===== config.mk =====
export PLATFORM = sky130hd
export DESIGN_NAME = pc_sequencer
export DESIGN_NICKNAME = d
export VERILOG_FILES = /design/src/rtl/pc_sequencer.sv
export SDC_FILE = /design/constraint.sdc
export NUM_CORES = 1
export LEC_CHECK = 0
export BUFFER_PORTS_ARGS = -buffer_cell sky130_fd_sc_hd__buf_4
export CORE_MARGIN = 8
export CORE_UTILIZATION = 30
export DETAILED_ROUTE_END_ITERATION = 12
export HOLD_SLACK_MARGIN = 0.15
export PLACE_DENSITY = 0.56
export SYNTH_ARGS = -nofsm -noshare
export SYNTH_HDL_FRONTEND = slang
export SYNTH_SLANG_ARGS = --single-unit

===== constraint.sdc =====
create_clock -name clk -period 2.9 [get_ports clk]
set_clock_uncertainty 0.1 [all_clocks]
set_input_delay 0.435 -clock clk [delete_from_list [all_inputs] [get_ports clk]]
set_output_delay 0.435 -clock clk [all_outputs]
set_load 0.05 [all_outputs]

===== src/rtl/pc_sequencer.sv =====
// Multi-cycle fetch/decode/execute sequencer for the 8-bit core: drives the PC, instruction fetch and ALU strobes.
// Optional build macro ILLEGAL_TRAP_EN turns illegal opcodes into a one-cycle trap jump to TRAP_VECTOR.
module pc_sequencer #(
  parameter int                ADDR_W      = 8,
  parameter int                DATA_W      = 8,
  parameter logic [ADDR_W-1:0] TRAP_VECTOR = 8'hF0
) (
  input  logic              clk,
  input  logic              reset,
  input  logic [DATA_W-1:0] instr_data,
  input  logic              mem_ack,
  input  logic              zero_flag,
  output logic              mem_req,
  output logic              LoadPC,
  output logic              IncPC,
  output logic [ADDR_W-1:0] new_count,
  output logic [3:0]        alu_op,
  output logic              alu_en,
  output logic              acc_we,
  output logic [DATA_W-1:0] ir,
  output logic              halted,
  output logic              trap
);

  typedef enum logic [2:0] {
    S_FETCH, S_DECODE, S_EXEC, S_OPERAND, S_BRANCH, S_HALT
  } state_t;

  state_t            state;
  logic [ADDR_W-1:0] target;
  logic              trap_pend;
  logic [3:0]        opc;
  logic              is_alu, is_jmp, is_jz, is_halt, is_nop;

  assign opc     = ir[7:4];
  assign is_alu  = (opc == 4'h1) || (opc == 4'h2) || (opc == 4'h3) || (opc == 4'hB) || (opc == 4'hC);
  assign is_jmp  = (opc == 4'h8);
  assign is_jz   = (opc == 4'h9);
  assign is_halt = (opc == 4'hF);
  assign is_nop  = (opc == 4'h0);

  // mem_req is registered, so IncPC can only fire in a FETCH/OPERAND cycle
  assign IncPC     = mem_req & mem_ack;
  assign LoadPC    = (state == S_BRANCH) & (trap_pend | is_jmp | (is_jz & zero_flag));
  assign new_count = target;
  assign alu_op    = opc;

`ifdef ILLEGAL_TRAP_EN
  assign trap = (state == S_BRANCH) & trap_pend;
`else
  logic unused_trap_vector;
  assign unused_trap_vector = ^TRAP_VECTOR;
  assign trap = 1'b0;
`endif

  always_ff @(posedge clk) begin
    if (!reset) begin
      state     <= S_FETCH;
      ir        <= '0;
      target    <= '0;
      trap_pend <= 1'b0;
      mem_req   <= 1'b0;
      alu_en    <= 1'b0;
      acc_we    <= 1'b0;
      halted    <= 1'b0;
    end else begin
      alu_en <= 1'b0;
      acc_we <= 1'b0;
      case (state)
        S_FETCH: begin
          mem_req <= 1'b1;
          if (mem_ack && mem_req) begin
            ir      <= instr_data;
            mem_req <= 1'b0;
            state   <= S_DECODE;
          end
        end
        S_DECODE: begin
          if (is_alu) begin
            alu_en <= 1'b1;
            acc_we <= 1'b1;
            state  <= S_EXEC;
          end else if (is_jmp || is_jz) begin
            mem_req <= 1'b1;
            state   <= S_OPERAND;
          end else if (is_halt) begin
            halted <= 1'b1;
            state  <= S_HALT;
`ifdef ILLEGAL_TRAP_EN
          end else if (!is_nop) begin
            target    <= TRAP_VECTOR;
            trap_pend <= 1'b1;
            state     <= S_BRANCH;
`endif
          end else begin
            mem_req <= 1'b1;
            state   <= S_FETCH;
          end
        end
        S_EXEC: begin
          mem_req <= 1'b1;
          state   <= S_FETCH;
        end
        S_OPERAND: begin
          if (mem_ack) begin
            target  <= instr_data[ADDR_W-1:0];
            mem_req <= 1'b0;
            state   <= S_BRANCH;
          end
        end
        S_BRANCH: begin
          trap_pend <= 1'b0;
          mem_req   <= 1'b1;
          state     <= S_FETCH;
        end
        S_HALT: begin
          mem_req <= 1'b0;
        end
        default: begin
          mem_req <= 1'b0;
          state   <= S_FETCH;
        end
      endcase
    end
  end

endmodule


==> results of run 1 <==
-- cell usage in the layout (no fill, tap or decap) --
cell type	n
sky130_fd_sc_hd__inv_1	2
sky130_fd_sc_hd__and3_1	1
sky130_fd_sc_hd__o21ai_0	1
sky130_fd_sc_hd__nand3_1	2
sky130_fd_sc_hd__a21oi_1	13
sky130_fd_sc_hd__nor3_2	2
sky130_fd_sc_hd__nor4_1	1
sky130_fd_sc_hd__nand2b_1	4
sky130_fd_sc_hd__dfxtp_1	22
sky130_fd_sc_hd__o211ai_1	1
sky130_fd_sc_hd__and2_1	1
sky130_fd_sc_hd__buf_4	37
sky130_fd_sc_hd__clkinv_1	1
sky130_fd_sc_hd__o21a_1	1
sky130_fd_sc_hd__a2111oi_2	1
sky130_fd_sc_hd__mux2i_1	9
sky130_fd_sc_hd__nor2_2	1
sky130_fd_sc_hd__a221oi_1	1
sky130_fd_sc_hd__maj3_2	1
sky130_fd_sc_hd__nor2_1	12
sky130_fd_sc_hd__a31oi_1	1
sky130_fd_sc_hd__nor3_1	2
sky130_fd_sc_hd__clkbuf_4	3
sky130_fd_sc_hd__and2b_1	1
sky130_fd_sc_hd__nand2_1	22
sky130_fd_sc_hd__a211o_1	1
sky130_fd_sc_hd__conb_1	1
sky130_fd_sc_hd__a211oi_1	1
sky130_fd_sc_hd__nor4bb_2	1
sky130_fd_sc_hd__bufinv_16	1
sky130_fd_sc_hd__a2111oi_1	1
sky130_fd_sc_hd__nor2b_1	1
-- layer usage --
layer	track usage, %	part of all wire, %	vias up
met5	0	0	-
met4	3.10	1.1	0
met3	5.80	9.3	4
met2	16.3	46	32
met1	11.8	44	410
li1	-	-	463
-- worst min-delay path by stage --
stage | slack, ns | endpoint | from
2_1_floorplan | 0.42 | state[2]$_SDFFE_PN0P_ | state[0]$_SDFFE_PN0P_
3_3_place_gp | 0.35 | new_count[3]$_SDFFE_PN0P_ | new_count[3]$_SDFFE_PN0P_
3_5_place_dp | 0.35 | new_count[0]$_SDFFE_PN0P_ | new_count[0]$_SDFFE_PN0P_
4_1_cts | 0.23 | state[1]$_SDFFE_PN0P_ | mem_ack
5_1_grt | 0.23 | halted$_SDFFE_PN0P_ | reset
6_report | 0.24 | halted$_SDFFE_PN0P_ | reset
-- synthesized netlist by cell type (2+ instances only) --
library cell,count,share of area (%)
sky130_fd_sc_hd__nand3_1,2,0.99
sky130_fd_sc_hd__buf_4,6,4.4
sky130_fd_sc_hd__nor3_2,2,2.0
sky130_fd_sc_hd__inv_1,2,0.74
sky130_fd_sc_hd__nand2_1,22,8.1
sky130_fd_sc_hd__nor2_1,12,4.4
sky130_fd_sc_hd__nand2b_1,4,2.5
sky130_fd_sc_hd__mux2i_1,9,8.9
sky130_fd_sc_hd__a21oi_1,13,6.4
sky130_fd_sc_hd__buf_6,2,2.2
sky130_fd_sc_hd__dfxtp_1,22,43
sky130_fd_sc_hd__nor3_1,2,0.99
-- final cells by class --
class                      instances  area [sq um]  share of cell area [%]
multi-input combinational         84           494                    37.1
sequential                        22           440                    33.0
timing repair buffer              37           278                    20.8
tap                               46          57.6                    4.32
clock inverter                     1          30.0                    2.25
clock buffer                       3          22.5                    1.69
inverter                           3          11.3                   0.844
-- flip-flops by register name, summed over array words and instances (netlist names) --
| name | cells |
|---|---|
| acc_we | 1 |
| ir | 8 |
| mem_req | 1 |
| state | 3 |
| halted | 1 |
| new_count | 8 |
-- logic make-up (layout without fill, tap and decap cells) --
logic type | after synthesis | count (layout) | share of synthesized area [%]
AOI/OAI and AO/OA | 22 | 22 | 13.9
adders and majority gates | 1 | 1 | 1.11
buffers and inverters | 13 | 44 | 8.62
DFF | 22 | 22 | 43.3
muxes | 9 | 9 | 8.87
other | 1 | 1 | 0.369
and+or+nand+nor | 51 | 51 | 23.8
-- power by group through the flow --
stage               sequential (mW)  clock, mW  combinational [mW]
global placement              0.331          0               0.124
global route                  0.327      0.258               0.132
finish                        0.325      0.235               0.124
CTS                           0.325      0.246               0.125
floorplan                     0.355          0              0.0649
detailed placement            0.332          0               0.125
-- per-stage QoR --
stage | util [%] | hold WS (ns) | setup slack, ns | instances
2_1_floorplan | - | 0.425 | 0.487 | 119
3_3_place_gp | 39.0 | 0.346 | 1.15 | 192
3_5_place_dp | 39.0 | 0.353 | 1.11 | 192
4_1_cts | 40.6 | 0.228 | 0.755 | 196
5_1_grt | 40.6 | 0.232 | 0.641 | 196
6_report | 40.6 | 0.240 | 0.743 | 196
==> impl_results.html, run 1 <==
<table>
<tr><th>Metric</th><th>Value</th></tr>
<tr><th colspan="2">STA</th></tr>
<tr><td>RSZ-0062 raised after global routing</td><td>no</td></tr>
<tr><td>Max-slew violations</td><td>0</td></tr>
<tr><td>Final TNS setup</td><td>0 ns</td></tr>
<tr><td>Final critical path time including I/O delays and setup</td><td>~2.2 ns</td></tr>
<tr><td>Final number of hold-violating endpoints</td><td>0</td></tr>
<tr><td>Worst slew margin relative to its limit</td><td>about 63%</td></tr>
<tr><td>Final period utilization</td><td>74.4%</td></tr>
<tr><td>Top achievable clock speed</td><td>approximately 460 MHz</td></tr>
<tr><td>Actual slew at the worst max-slew pin</td><td>approximately 0.56 ns</td></tr>
<tr><td>Finish-stage setup viols</td><td>0</td></tr>
<tr><th colspan="2">Placed design</th></tr>
<tr><td>Placed inst area</td><td>0.00128 sq mm</td></tr>
<tr><td>Port Buffer Count</td><td>37</td></tr>
<tr><td>Last weighted congestion value of the routability-driven placer</td><td>~0.82</td></tr>
<tr><td>Detailed placement HPWL</td><td>between 2000 and 2500 um</td></tr>
<tr><th colspan="2">Die</th></tr>
<tr><td>Die Y-Extent</td><td>between 70 and 80 um</td></tr>
<tr><td>Die outline area</td><td>roughly 0.0055 sq mm</td></tr>
<tr><td>Starting Density</td><td>between 30 and 40%</td></tr>
<tr><td>I/O pin cnt</td><td>39</td></tr>
<tr><td>Cell Rows</td><td>21</td></tr>
<tr><td>Area inside the core boundary</td><td>around 0.0033 sq mm</td></tr>
<tr><td>Die span in x</td><td>about 74 um</td></tr>
<tr><th colspan="2">Power</th></tr>
<tr><td>Cell internal power dissipation</td><td>about 0.50 mW</td></tr>
<tr><td>Part of the total power dissipated in the clock network</td><td>between 30% and 40%</td></tr>
<tr><td>Sw Ratio</td><td>around 28%</td></tr>
<tr><td>Cell leakage power</td><td>0.587 nW</td></tr>
<tr><td>Pwr Total</td><td>0.684 mW</td></tr>
<tr><td>PwrDens</td><td>about 510 mW/mm^2</td></tr>
<tr><td>Switching component of the power</td><td>0.189 mW</td></tr>
<tr><td>Sequential share of power</td><td>between 40% and 50%</td></tr>
<tr><td>Maximum resistive drop on vdd</td><td>about 320 uV</td></tr>
<tr><td>Fraction of power consumed by combinational cells</td><td>18.1%</td></tr>
<tr><th colspan="2">Global route</th></tr>
<tr><td>Number of global-route vias before repair</td><td>921</td></tr>
<tr><td>Overflow left after global routing</td><td>0</td></tr>
<tr><td>GRT Total Usage</td><td>approximately a tenth</td></tr>
<tr><td>Number of antenna violations at the first check in global routing</td><td>0</td></tr>
<tr><td>Largest net degree at the start of global routing</td><td>20</td></tr>
<tr><td>Global-route wire length before repair</td><td>4400 um</td></tr>
<tr><th colspan="2">Setup path</th></tr>
<tr><td>Delay of the slowest cell on the worst path</td><td>around 0.6 ns</td></tr>
<tr><td>Critical Path Fanout Max</td><td>12</td></tr>
<tr><td>Critical path data arrival time</td><td>roughly 1.6 ns</td></tr>
<tr><td>Worst setup EP type</td><td>output pin</td></tr>
<tr><td>Endpoint of the most critical setup path</td><td>LoadPC</td></tr>
<tr><td>Critical path class</td><td>register to output pin</td></tr>
<tr><td>Critical path's slowest cell</td><td>sky130_fd_sc_hd__dfxtp_1</td></tr>
<tr><td>Critical path depth in cells</td><td>3</td></tr>
<tr><td>Number of cells traversed by the worst register-to-register path</td><td>4</td></tr>
<tr><td>CP Cell Sequence</td><td>nand2_1 &gt; nor4bb_2 &gt; buf_4</td></tr>
<tr><td>Setup slack of the worst register-to-register path</td><td>1.14 ns</td></tr>
<tr><td>Data required time of the critical path</td><td>roughly 2.4 ns</td></tr>
<tr><td>Crit path buf inv count</td><td>1</td></tr>
<tr><td>Critical Path Source Type</td><td>register</td></tr>
<tr><td>Launch point of the worst reg-to-reg path</td><td>state[2]$_SDFFE_PN0P_</td></tr>
<tr><td>Cell family with the largest share of critical-path delay</td><td>flip-flops</td></tr>
<tr><td>Crit Reg-Reg Endpoint</td><td>ir[2]$_SDFFE_PN0P_</td></tr>
<tr><td>Startpoint of the most critical setup path</td><td>state[2]$_SDFFE_PN0P_</td></tr>
<tr><th colspan="2">Synth</th></tr>
<tr><td>Average cell area after synthesis</td><td>roughly 8.5 sq um</td></tr>
<tr><td>Synthesized flop and latch total</td><td>22</td></tr>
<tr><td>Post-synthesis instance area</td><td>~0.0010 sq mm</td></tr>
<tr><td>Warnings, synthesis</td><td>0</td></tr>
<tr><td>Most used flip-flop cell after synthesis</td><td>sky130_fd_sc_hd__dfxtp_1</td></tr>
<tr><td>Cells after synthesis</td><td>119</td></tr>
<tr><td>Synth cell types</td><td>33</td></tr>
<tr><td>Register area share after synthesis</td><td>between 40 and 50%</td></tr>
<tr><td>Number of enable flip-flop cells after synthesis</td><td>0</td></tr>
<tr><td>Nets in the synthesized netlist</td><td>between 100 and 150</td></tr>
<tr><td>Asr flop ratio synth</td><td>0%</td></tr>
<tr><th colspan="2">Cells and area</th></tr>
<tr><td>Fraction of final layout cells with drive strength greater than 1</td><td>about a third</td></tr>
<tr><td>Area delta synth-&gt;final</td><td>31.3%</td></tr>
<tr><td>Number of antenna repair diodes</td><td>0</td></tr>
<tr><td>Post-layout nets</td><td>163</td></tr>
<tr><td>Filler cell count in the final layout</td><td>between 300 and 400</td></tr>
<tr><td>Final instance area</td><td>about 0.0013 sq mm</td></tr>
<tr><th colspan="2">Worst hold path</th></tr>
<tr><td>Hold crit path type</td><td>input pin to register</td></tr>
<tr><td>Number of instances on the worst hold path</td><td>2</td></tr>
<tr><th colspan="2">Flow run</th></tr>
<tr><td>Count of max-cap constraint violations</td><td>0</td></tr>
<tr><th colspan="2">Clocking</th></tr>
<tr><td>Cell at the root of the clock tree</td><td>sky130_fd_sc_hd__clkbuf_4</td></tr>
<tr><td>H-tree lvl count</td><td>1</td></tr>
<tr><td>Clock tree from TritonCTS</td><td>done</td></tr>
<tr><td>Clock edge transition at the registers on the reported setup and hold paths</td><td>approximately 0.12 ns</td></tr>
<tr><td>Hold-fix buffers at CTS</td><td>0</td></tr>
<tr><td>Post-CTS setup repair buffer count</td><td>0</td></tr>
<tr><td>Number of clock buffers inserted by TritonCTS</td><td>3</td></tr>
<tr><td>CTS Buffer Depth</td><td>2</td></tr>
<tr><td>Post-CTS Resized</td><td>0</td></tr>
<tr><td>Number of sinks on the clock net</td><td>22</td></tr>
<tr><td>Skew-Pair Late Insertion Delay</td><td>about 0.31 ns</td></tr>
<tr><th colspan="2">Detailed routing</th></tr>
<tr><td>Count of vias placed by the detailed router</td><td>approximately 900</td></tr>
<tr><td>DR iter-0 viols</td><td>21</td></tr>
<tr><td>Detailed-route wire length per cell</td><td>13.9 um</td></tr>
<tr><td>Drt via density</td><td>4.64</td></tr>
<tr><td>Final wirelength</td><td>about 2700 um</td></tr>
<tr><td>Initial DRT Pass Iterations</td><td>4</td></tr>
<tr><td>Number of nets with antenna violations after detailed routing</td><td>0</td></tr>
<tr><td>Final routed DRC violation total</td><td>0</td></tr>
<tr><th colspan="2">Outcome</th></tr>
<tr><td>Outcome</td><td>finished, final reports clean</td></tr>
</table>
Note: power is estimated with default switching activity, not from simulation.
==> run 2: changes to the inputs <==
--- a/config.mk
+++ b/config.mk
@@ -10,7 +10,7 @@
 export CORE_UTILIZATION = 30
 export DETAILED_ROUTE_END_ITERATION = 12
 export HOLD_SLACK_MARGIN = 0.15
-export PLACE_DENSITY = 0.56
+export PLACE_DENSITY = 0.58
 export SYNTH_ARGS = -nofsm -noshare
 export SYNTH_HDL_FRONTEND = slang
 export SYNTH_SLANG_ARGS = --single-unit
==> constraint.sdc (replaced) <==
create_clock -name clk -period 1.75 [get_ports clk]
set_clock_uncertainty 0.1 [all_clocks]
set_input_delay 0.2625 -clock clk [delete_from_list [all_inputs] [get_ports clk]]
set_output_delay 0.2625 -clock clk [all_outputs]
set_load 0.05 [all_outputs]
==> impl_results.html, run 2 (synthesized netlist as in run 1, its figures left out) <==
<table>
<tr><th>Metric</th><th>Value</th></tr>
<tr><th colspan="2">Clocking</th></tr>
<tr><td>H-tree lvl count</td><td>1</td></tr>
<tr><td>Number of clock buffers inserted by TritonCTS</td><td>3</td></tr>
<tr><td>Skew-Pair Late Insertion Delay</td><td>slightly above 0.3 ns</td></tr>
<tr><td>Clock edge transition at the registers on the reported setup and hold paths</td><td>0.13 ns</td></tr>
<tr><td>Cell at the root of the clock tree</td><td>sky130_fd_sc_hd__clkbuf_4</td></tr>
<tr><td>Number of sinks on the clock net</td><td>22</td></tr>
<tr><td>CTS Buffer Depth</td><td>2</td></tr>
<tr><td>Clock tree from TritonCTS</td><td>done</td></tr>
<tr><th colspan="2">Setup path</th></tr>
<tr><td>Critical Path Source Type</td><td>register</td></tr>
<tr><td>Critical path data arrival time</td><td>1.31 ns</td></tr>
<tr><td>Data required time of the critical path</td><td>roughly 1.4 ns</td></tr>
<tr><td>Critical Path Fanout Max</td><td>6</td></tr>
<tr><td>Worst setup EP type</td><td>output pin</td></tr>
<tr><td>Critical path class</td><td>register to output pin</td></tr>
<tr><th colspan="2">Detailed routing</th></tr>
<tr><td>Final wirelength</td><td>2900 um</td></tr>
<tr><td>Detailed-route wire length per cell</td><td>between 10 and 15 um</td></tr>
<tr><td>Initial DRT Pass Iterations</td><td>4</td></tr>
<tr><td>Count of vias placed by the detailed router</td><td>approximately 1.0k</td></tr>
<tr><td>Final routed DRC violation total</td><td>0</td></tr>
<tr><td>Number of nets with antenna violations after detailed routing</td><td>0</td></tr>
<tr><td>Drt via density</td><td>about 4.7</td></tr>
<tr><td>DR iter-0 viols</td><td>56</td></tr>
<tr><th colspan="2">Placed design</th></tr>
<tr><td>Number of placed instances, taps included</td><td>195</td></tr>
<tr><td>Last weighted congestion value of the routability-driven placer</td><td>0.861</td></tr>
<tr><td>Port Buffer Count</td><td>37</td></tr>
<tr><td>Detailed placement HPWL</td><td>just over 2000 um</td></tr>
<tr><th colspan="2">Cells and area</th></tr>
<tr><td>Most common cell after layout, fill and taps aside</td><td>sky130_fd_sc_hd__buf_4</td></tr>
<tr><td>Most frequent cells in the layout</td><td>51 x sky130_fd_sc_hd__buf_4, 22 x sky130_fd_sc_hd__nand2_1, 15 x sky130_fd_sc_hd__dfxtp_1, 13 x sky130_fd_sc_hd__a21oi_1, 11 x sky130_fd_sc_hd__nor2_1</td></tr>
<tr><td>Post-layout nets</td><td>188</td></tr>
<tr><td>Number of antenna repair diodes</td><td>0</td></tr>
<tr><td>Area delta synth-&gt;final</td><td>56.3%</td></tr>
<tr><td>Fraction of final layout cells with drive strength greater than 1</td><td>between 40% and 50%</td></tr>
<tr><td>Filler cell count in the final layout</td><td>318</td></tr>
<tr><td>Finished Layout Cells</td><td>221</td></tr>
<tr><th colspan="2">Flow run</th></tr>
<tr><td>Count of max-cap constraint violations</td><td>0</td></tr>
<tr><th colspan="2">Global route</th></tr>
<tr><td>Largest net degree at the start of global routing</td><td>16</td></tr>
<tr><td>Number of global-route vias before repair</td><td>994</td></tr>
<tr><td>Overflow left after global routing</td><td>0</td></tr>
<tr><td>GRT Total Usage</td><td>10.5%</td></tr>
<tr><td>Global-route wire length before repair</td><td>approximately 4600 um</td></tr>
<tr><td>Number of antenna violations at the first check in global routing</td><td>0</td></tr>
<tr><th colspan="2">Die</th></tr>
<tr><td>Die span in x</td><td>roughly 74 um</td></tr>
<tr><td>I/O pin cnt</td><td>39</td></tr>
<tr><td>Cell Rows</td><td>21</td></tr>
<tr><td>Die outline area</td><td>0.00550 sq mm</td></tr>
<tr><td>Die Y-Extent</td><td>about 74 um</td></tr>
<tr><td>Starting Density</td><td>30.9%</td></tr>
<tr><td>Area inside the core boundary</td><td>between 0.003 and 0.004 sq mm</td></tr>
<tr><th colspan="2">Power</th></tr>
<tr><td>Pwr Total</td><td>~1.2 mW</td></tr>
<tr><td>Cell leakage power</td><td>a little over 0.7 nW</td></tr>
<tr><td>PwrDens</td><td>about 750 mW/mm^2</td></tr>
<tr><td>Maximum resistive drop on vdd</td><td>about 550 uV</td></tr>
<tr><th colspan="2">Worst hold path</th></tr>
<tr><td>Hold crit path type</td><td>register to register</td></tr>
<tr><th colspan="2">STA</th></tr>
<tr><td>Max-slew violations</td><td>0</td></tr>
<tr><td>Top achievable clock speed</td><td>599 MHz</td></tr>
<tr><td>Final critical path time including I/O delays and setup</td><td>1.67 ns</td></tr>
<tr><td>Final period utilization</td><td>~95%</td></tr>
<tr><td>Final number of hold-violating endpoints</td><td>0</td></tr>
<tr><td>RSZ-0062 raised after global routing</td><td>yes</td></tr>
<tr><td>Finish-stage setup viols</td><td>0</td></tr>
<tr><th colspan="2">Outcome</th></tr>
<tr><td>Outcome</td><td>finished, final reports clean</td></tr>
</table>
==> run 2: critical path, stage by stage (launching register included) <==
cell and delay (ns):
sky130_fd_sc_hd__dfxtp_4 0.39, sky130_fd_sc_hd__nor2_4 0.12, sky130_fd_sc_hd__nor4bb_4 0.30, sky130_fd_sc_hd__buf_6 0.19
==> run 2: worst paths after layout <==
check | slack, ns | cells after the start | end | from
max reg2reg | 0.30 | 6 | ir[6]$_SDFFE_PN0P_ | state[2]$_SDFFE_PN0P_
max | 0.08 | 3 | LoadPC | ir[6]$_SDFFE_PN0P_
min | 0.37 | 2 | new_count[7]$_SDFFE_PN0P_ | new_count[7]$_SDFFE_PN0P_
min reg2reg | 0.37 | 2 | new_count[7]$_SDFFE_PN0P_ | new_count[7]$_SDFFE_PN0P_
==> run 2: timing repair <==
item / CTS / global route
endpoints found under the setup margin: 1 / 1
endpoints found under the hold margin: 19 / 0
buffers inserted: 0 / 12
gates resized for setup: 4 / 9
hold buffers: 10 / 0
pin swaps: 0 / 2
==> run 2: stage by stage <==
step                util (%)  TNS, ns  hold slack, ns  setup WS (ns)  area (sq um)
floorplan                  -        0           0.261        0.00867          1030
global placement        40.1        0           0.344          0.271          1320
detailed placement      40.1        0           0.351          0.244          1320
CTS                     45.0        0           0.370      0.0000614          1480
global route            48.3  -0.0303           0.397        -0.0303          1590
finish                  48.3        0           0.366         0.0816          1590
==> run 2: final cells by class <==
type                    count  area, sq um  area share, %
flip-flops and latches     22          462           29.1
clock buffers               3         22.5           1.42
repair buffers             62          494           31.1
clock inverters             1         30.0           1.89
multi-input cells          84          510           32.2
inverters                   3         11.3          0.709
well taps                  46         57.6           3.62
==> run 2: layer usage <==
layer | vias up | track usage [%] | part of all wire [%]
met3 | 4 | 4.85 | 7.4
met1 | 481 | 11.7 | 42
li1 | 516 | - | -
met5 | - | 0 | 0
met4 | 0 | 1.77 | 0.76
met2 | 30 | 18.2 | 50
==> run 2: where the power goes <==
group / leakage, nW / total [mW] / internal, mW / switching (mW)
Clock: 0.0279 / 0.391 / 0.231 / 0.160
Combinational: 0.508 / 0.263 / 0.113 / 0.149
Sequential: 0.183 / 0.529 / 0.512 / 0.0175
